<file path="config.mk">
export PLATFORM = sky130hd
export DESIGN_NAME = snake_move_arbiter
export DESIGN_NICKNAME = d
export VERILOG_FILES = /design/src/rtl/snake_pkg.sv /design/src/rtl/move_fifo.sv /design/src/rtl/snake_move_arbiter.sv
export SDC_FILE = /design/constraint.sdc
export NUM_CORES = 1
export LEC_CHECK = 0
export ABC_AREA = 1
export BUFFER_PORTS_ARGS = -buffer_cell sky130_fd_sc_hd__buf_2
export CAP_MARGIN = 30
export CORE_ASPECT_RATIO = 1.2
export CORE_MARGIN = 3
export CORE_UTILIZATION = 57
export DETAILED_ROUTE_END_ITERATION = 16
export GPL_TIMING_DRIVEN = 1
export PLACE_DENSITY = 0.94
export SYNTH_ARGS = -nofsm -noshare
export SYNTH_HDL_FRONTEND = slang
export SYNTH_HIERARCHICAL = 1
export SYNTH_SLANG_ARGS = --single-unit
</file>
<file path="constraint.sdc">
create_clock -name clock -period 5.4 [get_ports clock]
set_input_delay 1.08 -clock clock [delete_from_list [all_inputs] [get_ports clock]]
set_output_delay 1.08 -clock clock [all_outputs]
set_load 0.01 [all_outputs]
</file>
<file path="src/rtl/snake_pkg.sv">
// ============================================================================
// Module   : snake_pkg
// Brief    : Shared direction encoding, FSM state type and helpers for the
//            snake move arbiter.
// Revision : 1.0 - initial release
// ============================================================================
`default_nettype none

package snake_pkg;

    typedef logic [1:0] dir_t;

    localparam dir_t DIR_UP    = 2'd0;
    localparam dir_t DIR_RIGHT = 2'd1;
    localparam dir_t DIR_DOWN  = 2'd2;
    localparam dir_t DIR_LEFT  = 2'd3;

    typedef enum logic [1:0] {
        IDLE   = 2'd0,
        COMMIT = 2'd1,
        WAIT   = 2'd2
    } state_t;

    // Opposite directions differ only in the MSB, which is the DIR_DOWN bit.
    function automatic logic is_reverse(input dir_t a, input dir_t b);
        return a == (b ^ DIR_DOWN);
    endfunction

endpackage

`default_nettype wire

</file>
<file path="src/rtl/move_fifo.sv">
// ============================================================================
// Module   : move_fifo
// Brief    : Two-entry direction FIFO with last-accepted register and
//            request accept/reject logic for one player.
// Revision : 1.0 - initial release
// ============================================================================
`default_nettype none

module move_fifo
    import snake_pkg::*;
#(
    parameter dir_t INIT_DIR = DIR_UP
) (
    input  logic clock,
    input  logic reset,
    input  dir_t dir_in,
    input  logic dir_valid,
    input  logic pop,
    output dir_t head,
    output logic empty,
    output logic reject
);

    logic [1:0] r_count;
    dir_t       r_mem0;
    dir_t       r_mem1;
    dir_t       r_last;

    logic w_pop;
    logic w_full;
    logic w_legal;
    logic w_accept;

    assign w_pop    = pop && (r_count != 2'd0);
    assign w_full   = (r_count == 2'd2);
    assign w_legal  = (dir_in != r_last) && !is_reverse(dir_in, r_last);
    // A pop in the same cycle frees a slot, so a full FIFO may still accept.
    assign w_accept = dir_valid && w_legal && (!w_full || w_pop);

    assign reject = dir_valid && !w_accept;
    assign head   = r_mem0;
    assign empty  = (r_count == 2'd0);

    always_ff @(posedge clock or negedge reset) begin
        if (!reset) begin
            r_count <= 2'd0;
            r_mem0  <= DIR_UP;
            r_mem1  <= DIR_UP;
            r_last  <= INIT_DIR;
        end else begin
            if (w_accept) begin
                r_last <= dir_in;
            end
            case ({w_pop, w_accept})
                2'b11: begin
                    if (r_count == 2'd1) begin
                        r_mem0 <= dir_in;
                    end else begin
                        r_mem0 <= r_mem1;
                        r_mem1 <= dir_in;
                    end
                end
                2'b10: begin
                    r_mem0  <= r_mem1;
                    r_count <= r_count - 2'd1;
                end
                2'b01: begin
                    if (r_count == 2'd0) begin
                        r_mem0 <= dir_in;
                    end else begin
                        r_mem1 <= dir_in;
                    end
                    r_count <= r_count + 2'd1;
                end
                default: begin
                end
            endcase
        end
    end

endmodule

`default_nettype wire

</file>
<file path="src/rtl/snake_move_arbiter.sv">
// ============================================================================
// Module   : snake_move_arbiter
// Brief    : Buffers two players' direction requests and commits one move per
//            player each game tick, holding a step strobe until acknowledged.
// Revision : 1.0 - initial release
// ============================================================================
`default_nettype none

module snake_move_arbiter
    import snake_pkg::*;
#(
    parameter int   TICK_CYCLES = 50000,
    parameter dir_t INIT_DIR1   = DIR_RIGHT,
    parameter dir_t INIT_DIR2   = DIR_LEFT
) (
    input  logic        clock,
    input  logic        reset,
    input  logic [1:0]  dir_in1,
    input  logic        dir_valid1,
    input  logic [1:0]  dir_in2,
    input  logic        dir_valid2,
    input  logic        step_ack,
    output logic [31:0] move1,
    output logic [31:0] move2,
    output logic        step,
    output logic        overrun,
    output logic [7:0]  drop_count
);

    localparam int                CNT_W    = (TICK_CYCLES > 1) ? $clog2(TICK_CYCLES) : 1;
    localparam logic [CNT_W-1:0]  CNT_LAST = CNT_W'(TICK_CYCLES - 1);

    logic [CNT_W-1:0] r_cnt;
    state_t           r_state;
    logic             r_step;
    logic             r_overrun;
    dir_t             r_move1;
    dir_t             r_move2;
    logic [7:0]       r_drop;

    logic       w_expiry;
    logic       w_pop;
    dir_t       w_head1;
    dir_t       w_head2;
    logic       w_empty1;
    logic       w_empty2;
    logic       w_reject1;
    logic       w_reject2;
    logic [8:0] w_drop_sum;

    assign w_expiry = (r_cnt == CNT_LAST);
    assign w_pop    = (r_state == COMMIT);

    move_fifo #(.INIT_DIR(INIT_DIR1)) u_fifo1 (
        .clock     (clock),
        .reset     (reset),
        .dir_in    (dir_in1),
        .dir_valid (dir_valid1),
        .pop       (w_pop),
        .head      (w_head1),
        .empty     (w_empty1),
        .reject    (w_reject1)
    );

    move_fifo #(.INIT_DIR(INIT_DIR2)) u_fifo2 (
        .clock     (clock),
        .reset     (reset),
        .dir_in    (dir_in2),
        .dir_valid (dir_valid2),
        .pop       (w_pop),
        .head      (w_head2),
        .empty     (w_empty2),
        .reject    (w_reject2)
    );

    // Free-running tick counter; it keeps counting while a step is pending.
    always_ff @(posedge clock or negedge reset) begin
        if (!reset) begin
            r_cnt <= '0;
        end else if (w_expiry) begin
            r_cnt <= '0;
        end else begin
            r_cnt <= r_cnt + CNT_W'(1);
        end
    end

    always_ff @(posedge clock or negedge reset) begin
        if (!reset) begin
            r_state   <= IDLE;
            r_step    <= 1'b0;
            r_overrun <= 1'b0;
            r_move1   <= INIT_DIR1;
            r_move2   <= INIT_DIR2;
        end else begin
            case (r_state)
                IDLE: begin
                    if (w_expiry) begin
                        r_state <= COMMIT;
                    end
                end
                COMMIT: begin
                    if (!w_empty1) begin
                        r_move1 <= w_head1;
                    end
                    if (!w_empty2) begin
                        r_move2 <= w_head2;
                    end
                    r_step  <= 1'b1;
                    r_state <= WAIT;
                end
                WAIT: begin
                    // A tick expiring here is dropped, only flagged.
                    if (w_expiry) begin
                        r_overrun <= 1'b1;
                    end
                    if (step_ack) begin
                        r_step  <= 1'b0;
                        r_state <= IDLE;
                    end
                end
                default: begin
                    r_step  <= 1'b0;
                    r_state <= IDLE;
                end
            endcase
        end
    end

    assign w_drop_sum = {1'b0, r_drop} + {8'd0, w_reject1} + {8'd0, w_reject2};

    always_ff @(posedge clock or negedge reset) begin
        if (!reset) begin
            r_drop <= 8'd0;
        end else begin
            r_drop <= w_drop_sum[8] ? 8'hFF : w_drop_sum[7:0];
        end
    end

    assign move1      = {30'd0, r_move1};
    assign move2      = {30'd0, r_move2};
    assign step       = r_step;
    assign overrun    = r_overrun;
    assign drop_count = r_drop;

endmodule

`default_nettype wire

</file>
; Yosys cells after proc, flatten, opt, wreduce, memory -nomap -nowiden
; Index checks and enable logic that the tools add are counted.
[word_totals]
reg_bits = 48
inputBits = 9
output_inout_bits = 74
word_cells = 111
[classes]
n_addsub = 7
n_eq_ne = 25
n_mux = 21
bitwise_logic = 5
reduce_logical = 38
[op_table]
columns = operator, count
row1 = 2-bit 2-to-1 mux, 10
row2 = 2-bit case mux with 3 select lines, 3
row3 = 16-bit by 1-bit adder with 16-bit output (second input constant), 1
row4 = 16-bit equality test (second input constant), 1
row5 = 16-bit 2-to-1 mux, 1
row6 = 2-bit != test (second input constant), 8
row7 = 2-bit case mux with 2 select lines, 4
row8 = 2-bit equality test (second input constant), 7
row9 = 2-bit AND reduction, 7
row10 = 2-bit nonzero test, 6
row11 = 2-bit by 1-bit equality test with 1-bit output (second input constant), 5
row12 = 1-bit logical AND, 10
row13 = 8-bit by 1-bit adder with 9-bit output, 1
row14 = 9-bit by 1-bit adder with 9-bit output, 1
row15 = 8-bit 2-to-1 mux, 1
row16 = 1-bit zero test, 6
row17 = 2-bit zero test, 3
row18 = 3-bit AND reduction, 2
row19 = 3-bit nonzero test, 2
row20 = 1-bit inverter, 5
row21 = 2-bit by 1-bit adder with 2-bit output (second input constant), 2
row22 = 2-bit equality test, 2
row23 = 2-bit != test, 2
row24 = 2-bit by 1-bit subtractor with 2-bit output (second input constant), 2
row25 = other kinds (3), 4

; Logic depth before layout (Yosys ltp)
; Gate-level depths: netlist of the first run.
[depth]
ltp_word = 11
ltp_mapped = 16
depth_no_buf = 16

; By module
; Netlist of the first run, hierarchy kept.
[by_module_without_submodules]
columns = module, n_inst, cells_each, area_per_inst_um2, seq_area_each_um2
row1 = snake_move_arbiter, 1, 257, 2077.0, 804.5
row2 = move_fifo, 2, 61, 526.8, 176.4

; Least setup slack after synthesis of the first run
; Ideal clock, no wire load.
[synth_timing]
path_type = input to register
from = input port dir_in1[0]
to = register r_drop[5] (netlist: drop_count[5])
setup_ns = 0.131
t_arrival_ns = 2.596
required_time_ns = 5.269
slack_ns = 2.672
path_stages = 14
n_path_buf = 0
cell_sequence = nand2_1 -> nand2_4 -> nor2_8 -> nand2_4 -> inv_2 -> nor2_1 -> fa_1 -> ha_1 -> nand3_1 -> nor2_2 -> nand2_1 -> nor2_2 -> nand2_2 -> o21ai_0
[synth_between]
elab_chain_len = 10
elab_cells_between_ends = 11
cone_classes = add/sub (2) / eq/ne (2) / mux (1) / reduce/logical (6)
[synth_lines]
columns = item, line
row1 = from (decl), snake_move_arbiter.sv:18  ; input logic [1:0] dir_in1,
row2 = 2-bit equality test, snake_pkg.sv:26  ; return a == (b ^ DIR_DOWN);
row3 = 1-bit zero test, move_fifo.sv:36  ; assign w_legal = (dir_in != r_last) && !is_reverse(dir_in, r_last);
row4 = 1-bit logical AND *, move_fifo.sv:36
row5 = 1-bit logical AND * (2 in series), move_fifo.sv:38  ; assign w_accept = dir_valid && w_legal && (!w_full || w_pop);
row6 = 1-bit zero test *, move_fifo.sv:40  ; assign reject = dir_valid && !w_accept;
row7 = 1-bit logical AND *, move_fifo.sv:40
row8 = net w_reject1, snake_move_arbiter.sv:47  ; logic w_reject1;
row9 = 8-bit by 1-bit adder with 9-bit output *, snake_move_arbiter.sv:129  ; assign w_drop_sum = {1'b0, r_drop} + {8'd0, w_reject1} + {8'd0, w_reject2};
row10 = 9-bit by 1-bit adder with 9-bit output *, snake_move_arbiter.sv:129
row11 = 8-bit 2-to-1 mux *, snake_move_arbiter.sv:135  ; r_drop <= w_drop_sum[8] ? 8'hFF : w_drop_sum[7:0];
row12 = to (signal assigned), snake_move_arbiter.sv:135
row13 = to (decl), snake_move_arbiter.sv:39  ; logic [7:0] r_drop;
; The timed path passes the listed nets; every way through them passes the cells marked *.
; A chain may end at the register's enable or synchronous reset.

; Worst setup path in the final report of the first run
; Ends and elaborated chain as after synthesis.

==> results_dict.tcl, run 1 <==
set metrics [dict create \
    status "completed" \
    place_congestion 0.827 \
    grt_pass1_vias 2079 \
    layout-drive-gt1-share_pct 22.0 \
    ys_warn_count 6 \
    instances_no_fill 469 \
    power_mw 1.15 \
    htreeDepth 2 \
    grt_overflow 0 \
    r2r-end "drop_count[5]$_DFF_PN0_" \
    dr.pass1.iters 4 \
    postSynthCellCount 379 \
    required_ns 5.57 \
    cts_tree "built" \
    cts_setup_buffers 0 \
    hp-start "r_move2[0]$_DFFE_PN1P_" \
    insertion_delay_ns 0.30 \
    critPathBufInv 2 \
    timing.final.crit_share_pct 50.9 \
    synthDistinctLibCells 34 \
    relSlewSlack_pct 60.3 \
    drtIter0Drc 116 \
    ant_nets 0 \
    yosys.area_share.simple_pct 28.9 \
    min_period_ns 2.75 \
    wirelength_um 5240 \
    dieArea_um2 6420 \
    cpLargestDelayFamily "simple AND/OR/NAND/NOR gates" \
    cts_made_buffers 5 \
    p_leak_nw 1.73 \
    cts.sinks 46 \
    grt_antenna_before_repair 0 \
    timing.setup.tns_ns 0 \
    muxShareOfSynthArea_pct 1.28 \
    fillers 427 \
    clock_skew_ns 0.00760 \
    power.density_nw_per_um2 361 \
    synth_compound_area_share_pct 6.12 \
    io_pins 83 \
    clockBufferDepth 2 \
    worstMarginPinSlew_ns 0.594 \
    placedCellCount 461 \
    area_delta_synth_final_pct 1.88 \
    critPathMaxStageDelay_ns 0.41 \
    max-vdd-ir-drop_v 0.000275 \
    final_area_um2 3190 \
    via_per_inst 4.59 \
    regToRegStartpoint "r_state[1]$_DFFE_PN0P_" \
    grt_pass1_wl_um 8980 \
    grt_usage_pct 17.5 \
    crit_type "primary input to flop" \
    placed_area_um2 3110 \
    crit_fanout 7 \
    chipWidth_um 73.7 \
    worst-r2r-cell-count 14 \
    core_um2 5110 \
    crit_path_end "drop_count[5]$_DFF_PN0_" \
    fp.dieH_um 87.2 \
    syn_area_per_cell_um2 8.26 \
    n_antenna_cell 0 \
    yosysSeqAreaShare_pct 37.0 \
    grt_max_degree 32 \
    arrival_ns 2.92 \
    cts.repair.resized 0 \
    hp-class "flop to flop" \
    path_cells "buf_2, nand2_1, nand2_4, nor2_8, nand2_4, inv_2, nor2_1, fa_1, ha_1, nand3_1, nor2_2, nand2_1, nor2_2, nand2_2, o21ai_0" \
    num_rows 28 \
    hpwl_um 4310 \
    numPortBuffers 22 \
    reg2reg_slack_ns 2.69 \
    worst-path-stages 15 \
    cts_root_buffer "clkbuf_8" \
    synth_fa_ha_area_share_pct 3.84 \
    crit_slowest_cell "fa_1" \
    fmax_mhz 364 \
    dr_total_vias 2155 \
    maxSlewViolCount 0 \
    start_kind "primary input" \
    endpoint_kind "flop" \
    finalSetupViolCount 0 \
    drc 0 \
    path_clk_slew_ns 0.08 \
    initial_utilization_pct 61.2 \
    hold_buffers 0 \
    final_nets 426 \
    synth-seq-cells 46 \
    synth_xor_area_share_pct 1.96 \
    netlist_area_um2 3130 \
    hold_viol 0 \
    wl_per_cell_um 11.2 \
    rsz0062_at_grt "no" \
    drv_cap 0 \
    synth_top_family_by_area "simple AND/OR/NAND/NOR gates" \
    critical_path.startpoint "dir_in1[0]" \
]
cells in the final DEF, fill, tap and decap left out, drive strengths merged:
| cell | Yosys | routed |
|---|---|---|
| nand2 | 74 | 74 |
| nor2 | 62 | 62 |
| conb | 1 | 60 |
| inv | 52 | 52 |
| dfrtp | 41 | 41 |
| buf | 60 | 23 |
| nand3 | 23 | 23 |
| o21ai | 16 | 16 |
| a21oi | 8 | 8 |
| ha | 8 | 8 |
| clkbuf | 0 | 6 |
| o21bai | 6 | 6 |
| nand4 | 5 | 5 |
| xor2 | 5 | 5 |
| dfstp | 5 | 5 |
| mux2i | 4 | 4 |
| clkinv | 1 | 3 |
| or2 | 3 | 3 |
| xnor2 | 2 | 2 |
| nor3 | 2 | 2 |
| fa | 1 | 1 |
layer usage:
layer	routed length [um]	track usage, %	vias to the layer above
li1	-	-	1105
met4	67	5.27	0
met3	221	3.58	8
met2	2920	31.5	52
met1	2030	20.7	990
met5	0	0	-
cells by family (layout without fill, tap and decap cells):
logic type,count (synthesis),after routing
compound gates,30,30
xor+xnor,7,7
fa+ha+maj,9,9
buf+inv,113,84
flops,46,46
mux,4,4
other cells,1,60
simple gates,169,169
registers in the layout, indices dropped and copies added (netlist names):
signal,count
r_cnt,16
drop_count,8
r_move1,2
r_move2,2
r_state,2
u_fifo1/head,2
u_fifo1/r_count,2
u_fifo1/r_mem1,2
u_fifo2/head,2
u_fifo2/r_count,2
u_fifo2/r_mem1,2
overrun,1
step,1
u_fifo1/r_last,1
u_fifo2/r_last,1
stage by stage:
stage	utilization (%)	hold WS, ns	worst slack [ns]
final	62.4	0.482	2.65
after detailed placement	60.7	0.470	2.34
after CTS	62.4	0.483	2.65
after global placement	60.3	0.456	2.44
after floorplan	-	0.445	2.67
after global routing	62.4	0.494	2.44
layout make-up:
class / count / area [um^2] / share of cell area [%]
Clock buffer: 6 / 72.6 / 2.28
Sequential cell: 46 / 1160 / 36.3
Inverter: 53 / 200 / 6.28
Clock inverter: 2 / 10.0 / 0.314
Tap cell: 60 / 75.1 / 2.35
Multi-Input combinational cell: 279 / 1540 / 48.4
Timing Repair Buffer: 23 / 130 / 4.08
worst min path at each step:
stage / end / slack, ns / cells after the start
5_1_grt: r_move1[0]$_DFFE_PN1P_ / 0.49 / 2
3_5_place_dp: r_cnt[0]$_DFF_PN0_ / 0.47 / 1
3_3_place_gp: r_state[0]$_DFFE_PN0P_ / 0.46 / 1
4_1_cts: r_state[0]$_DFFE_PN0P_ / 0.48 / 1
6_report: r_move2[0]$_DFFE_PN1P_ / 0.48 / 2
2_1_floorplan: r_state[0]$_DFFE_PN0P_ / 0.44 / 1
power breakdown:
| group | switching, mW | internal [mW] | total (mW) |
|---|---|---|---|
| sequential | 0.0740 | 0.433 | 0.507 |
| combinational | 0.280 | 0.164 | 0.444 |
| clock | 0.111 | 0.0898 | 0.201 |
cells in the mapped netlist, drive strengths merged:
| library cell | number | area share (%) |
|---|---|---|
| a21oi | 8 | 1.3 |
| buf | 60 | 14 |
| clkinv | 1 | 0.16 |
| conb | 1 | 0.12 |
| dfrtp | 41 | 33 |
| dfstp | 5 | 4.2 |
| fa | 1 | 0.64 |
| ha | 8 | 3.2 |
| inv | 52 | 6.2 |
| mux2i | 4 | 1.3 |
| nand2 | 74 | 12 |
| nand3 | 23 | 5.1 |
| nand4 | 5 | 1.0 |
| nor2 | 62 | 9.8 |
| nor3 | 2 | 0.48 |
| o21ai | 16 | 3.2 |
| o21bai | 6 | 1.7 |
| or2 | 3 | 0.76 |
| xnor2 | 2 | 0.56 |
| xor2 | 5 | 1.4 |
worst register-to-register path: stages, from the launching register on:
cell and delay (ns):
dfrtp_1 0.43, nor2_2 0.50, nand2_8 0.13, nand2_1 0.17, nand2_4 0.08, inv_2 0.07
nor2_1 0.05, fa_1 0.41, ha_1 0.23, nand3_1 0.12, nor2_2 0.05, nand2_1 0.07
nor2_2 0.05, nand2_2 0.12, o21ai_0 0.11
(Power assumes the default switching activity.)
==> run 2: changes to the inputs <==
- CORE_UTILIZATION: 57 -> 53
- PLACE_DENSITY: 0.94 -> 0.89
- clock period: 5.4 -> 2.8 ns (I/O delays scaled with it)
==> results_dict.tcl, run 2 (synthesis gave the netlist of run 1 again) <==
set metrics [dict create \
    status "completed" \
    grt_max_degree 27 \
    top_register "r_cnt" \
    grt_pass1_vias 2091 \
    n_antenna_cell 0 \
    htreeDepth 2 \
    clock_skew_ns 0.00518 \
    arrival_ns 2.70 \
    layout_commonest_cell "conb_1" \
    path_cells "inv_1, ha_1, inv_2, nand2_8, nand2_1, nand2_4, inv_2, nor2_1, fa_1, ha_1, nand3_1, nor2_2, nand2_1, nor2_2, nand2_2, o21ai_0" \
    grtUsageMet2_pct 29.1 \
    dr_total_vias 2170 \
    endpoint_kind "flop" \
    cts_setup_buffers 0 \
    area_delta_synth_final_pct 2.88 \
    hp-class "primary input to asynchronous set/reset pin" \
    fin_ws_ns 0.279 \
    insertion_delay_ns 0.30 \
    crit_slowest_cell "fa_1" \
    start_kind "flop" \
    grt_usage_pct 15.9 \
    via_per_inst 4.43 \
    grt_pass1_wl_um 9030 \
    finalSetupViolCount 0 \
    timing.final.crit_share_pct 90.0 \
    fp.dieH_um 90.2 \
    final_nets 427 \
    cts.sinks 46 \
    numPortBuffers 22 \
    hpwl_um 4060 \
    p_leak_nw 1.73 \
    clockBufferDepth 2 \
    io_pins 83 \
    grt_overflow 0 \
    fmax_mhz 397 \
    cpLargestDelayFamily "adder cells" \
    drv_cap 0 \
    critPathMaxStageDelay_ns 0.41 \
    use_met3_pct 4.31 \
    crit_fanout 7 \
    timing.setup.tns_ns 0 \
    chipWidth_um 76.2 \
    fillers 533 \
    initial_utilization_pct 54.9 \
    place_congestion 0.831 \
    hold_viol 0 \
    cts_made_buffers 5 \
    num_rows 30 \
    worstMarginPinSlew_ns 0.557 \
    path_clk_slew_ns 0.08 \
    layout_common_cells "conb_1, nand2_1, nor2_1, inv_1, dfrtp_1" \
    crit_type "flop to flop" \
    relSlewSlack_pct 62.8 \
    largest_reg_flops 16 \
    power.density_nw_per_um2 696 \
    dieArea_um2 6870 \
    met1_usage_pct 17.7 \
    min_period_ns 2.52 \
    wirelength_um 5090 \
    grt_antenna_before_repair 0 \
    drtIter0Drc 81 \
    post-place-ws_ns 0.266 \
    rsz0062_at_grt "no" \
    wl_per_cell_um 10.4 \
    worst-r2r-cell-count 16 \
    cts_tree "built" \
    busiest_layer "met2" \
    max-vdd-ir-drop_v 0.000469 \
    worst-path-stages 16 \
    drc 0 \
    ant_nets 0 \
    maxSlewViolCount 0 \
    required_ns 2.98 \
    core_um2 5710 \
    critPathBufInv 3 \
    dr.pass1.iters 4 \
    layout-drive-gt1-share_pct 22.4 \
    cts_root_buffer "clkbuf_8" \
]
## run 2: cell type report
| class | count | area (um^2) | share of cell area, % |
|---|---|---|---|
| Timing Repair Buffer | 24 | 125 | 3.89 |
| Inverter | 53 | 200 | 6.22 |
| Clock inverter | 1 | 5.00 | 0.155 |
| Sequential cell | 46 | 1160 | 35.9 |
| Tap cell | 80 | 100 | 3.11 |
| Clock buffer | 7 | 86.3 | 2.68 |
| Multi-Input combinational cell | 279 | 1550 | 48.0 |
## run 2: power by group
group / switching (mW) / internal (mW) / total [mW]
combinational: 0.538 / 0.317 / 0.855
clock: 0.216 / 0.199 / 0.415
sequential: 0.138 / 0.835 / 0.973
## run 2: worst register-to-register path: stages (launching register included)
cell     delay, ns
dfrtp_1       0.40
inv_1         0.08
ha_1          0.26
inv_2         0.11
nand2_8       0.08
nand2_1       0.14
nand2_4       0.07
inv_2         0.06
nor2_1        0.05
fa_1          0.41
ha_1          0.23
nand3_1       0.12
nor2_2        0.06
nand2_1       0.07
nor2_2        0.05
nand2_2       0.12
o21ai_0       0.11
## run 2: worst paths after layout
path	start	endpoint	slack (ns)
min in group clock	overrun$_DFFE_PN0P_	overrun$_DFFE_PN0P_	0.48
worst max register to register	u_fifo1/r_count[0]$_DFFE_PN0N_	drop_count[4]$_DFF_PN0_	0.28
worst min-delay path	reset	overrun$_DFFE_PN0P_	0.24
worst min register to register	overrun$_DFFE_PN0P_	overrun$_DFFE_PN0P_	0.48
max in group asynchronous	reset	r_move1[0]$_DFFE_PN1P_	1.82
worst max-delay path	u_fifo1/r_count[0]$_DFFE_PN0N_	drop_count[4]$_DFF_PN0_	0.28
## run 2: per-layer routing
| metal | part of all wire [%] | routed length, um |
|---|---|---|
| met1 | 40 | 2060 |
| met2 | 54 | 2730 |
| met3 | 4.8 | 244 |
| met4 | 1.1 | 56 |
| met5 | 0 | 0 |
## run 2: timing repair
| action | in CTS | in global routing |
|---|---|---|
| hold buffers | 0 | 0 |
| gates resized for setup | 0 | 1 |
| setup endpoints to repair | 0 | 4 |
## run 2: through the flow
stage	area (um^2)	hold slack (ns)	std cells	utilization, %	power, mW
floorplan	3350	0.264	438	-	1.69
global placement	3130	0.452	482	54.8	1.79
detailed placement	3130	0.457	482	54.8	1.83
CTS	3220	0.259	490	56.4	2.26
global route	3220	0.275	490	56.4	2.44
finish	3220	0.241	490	56.4	2.24
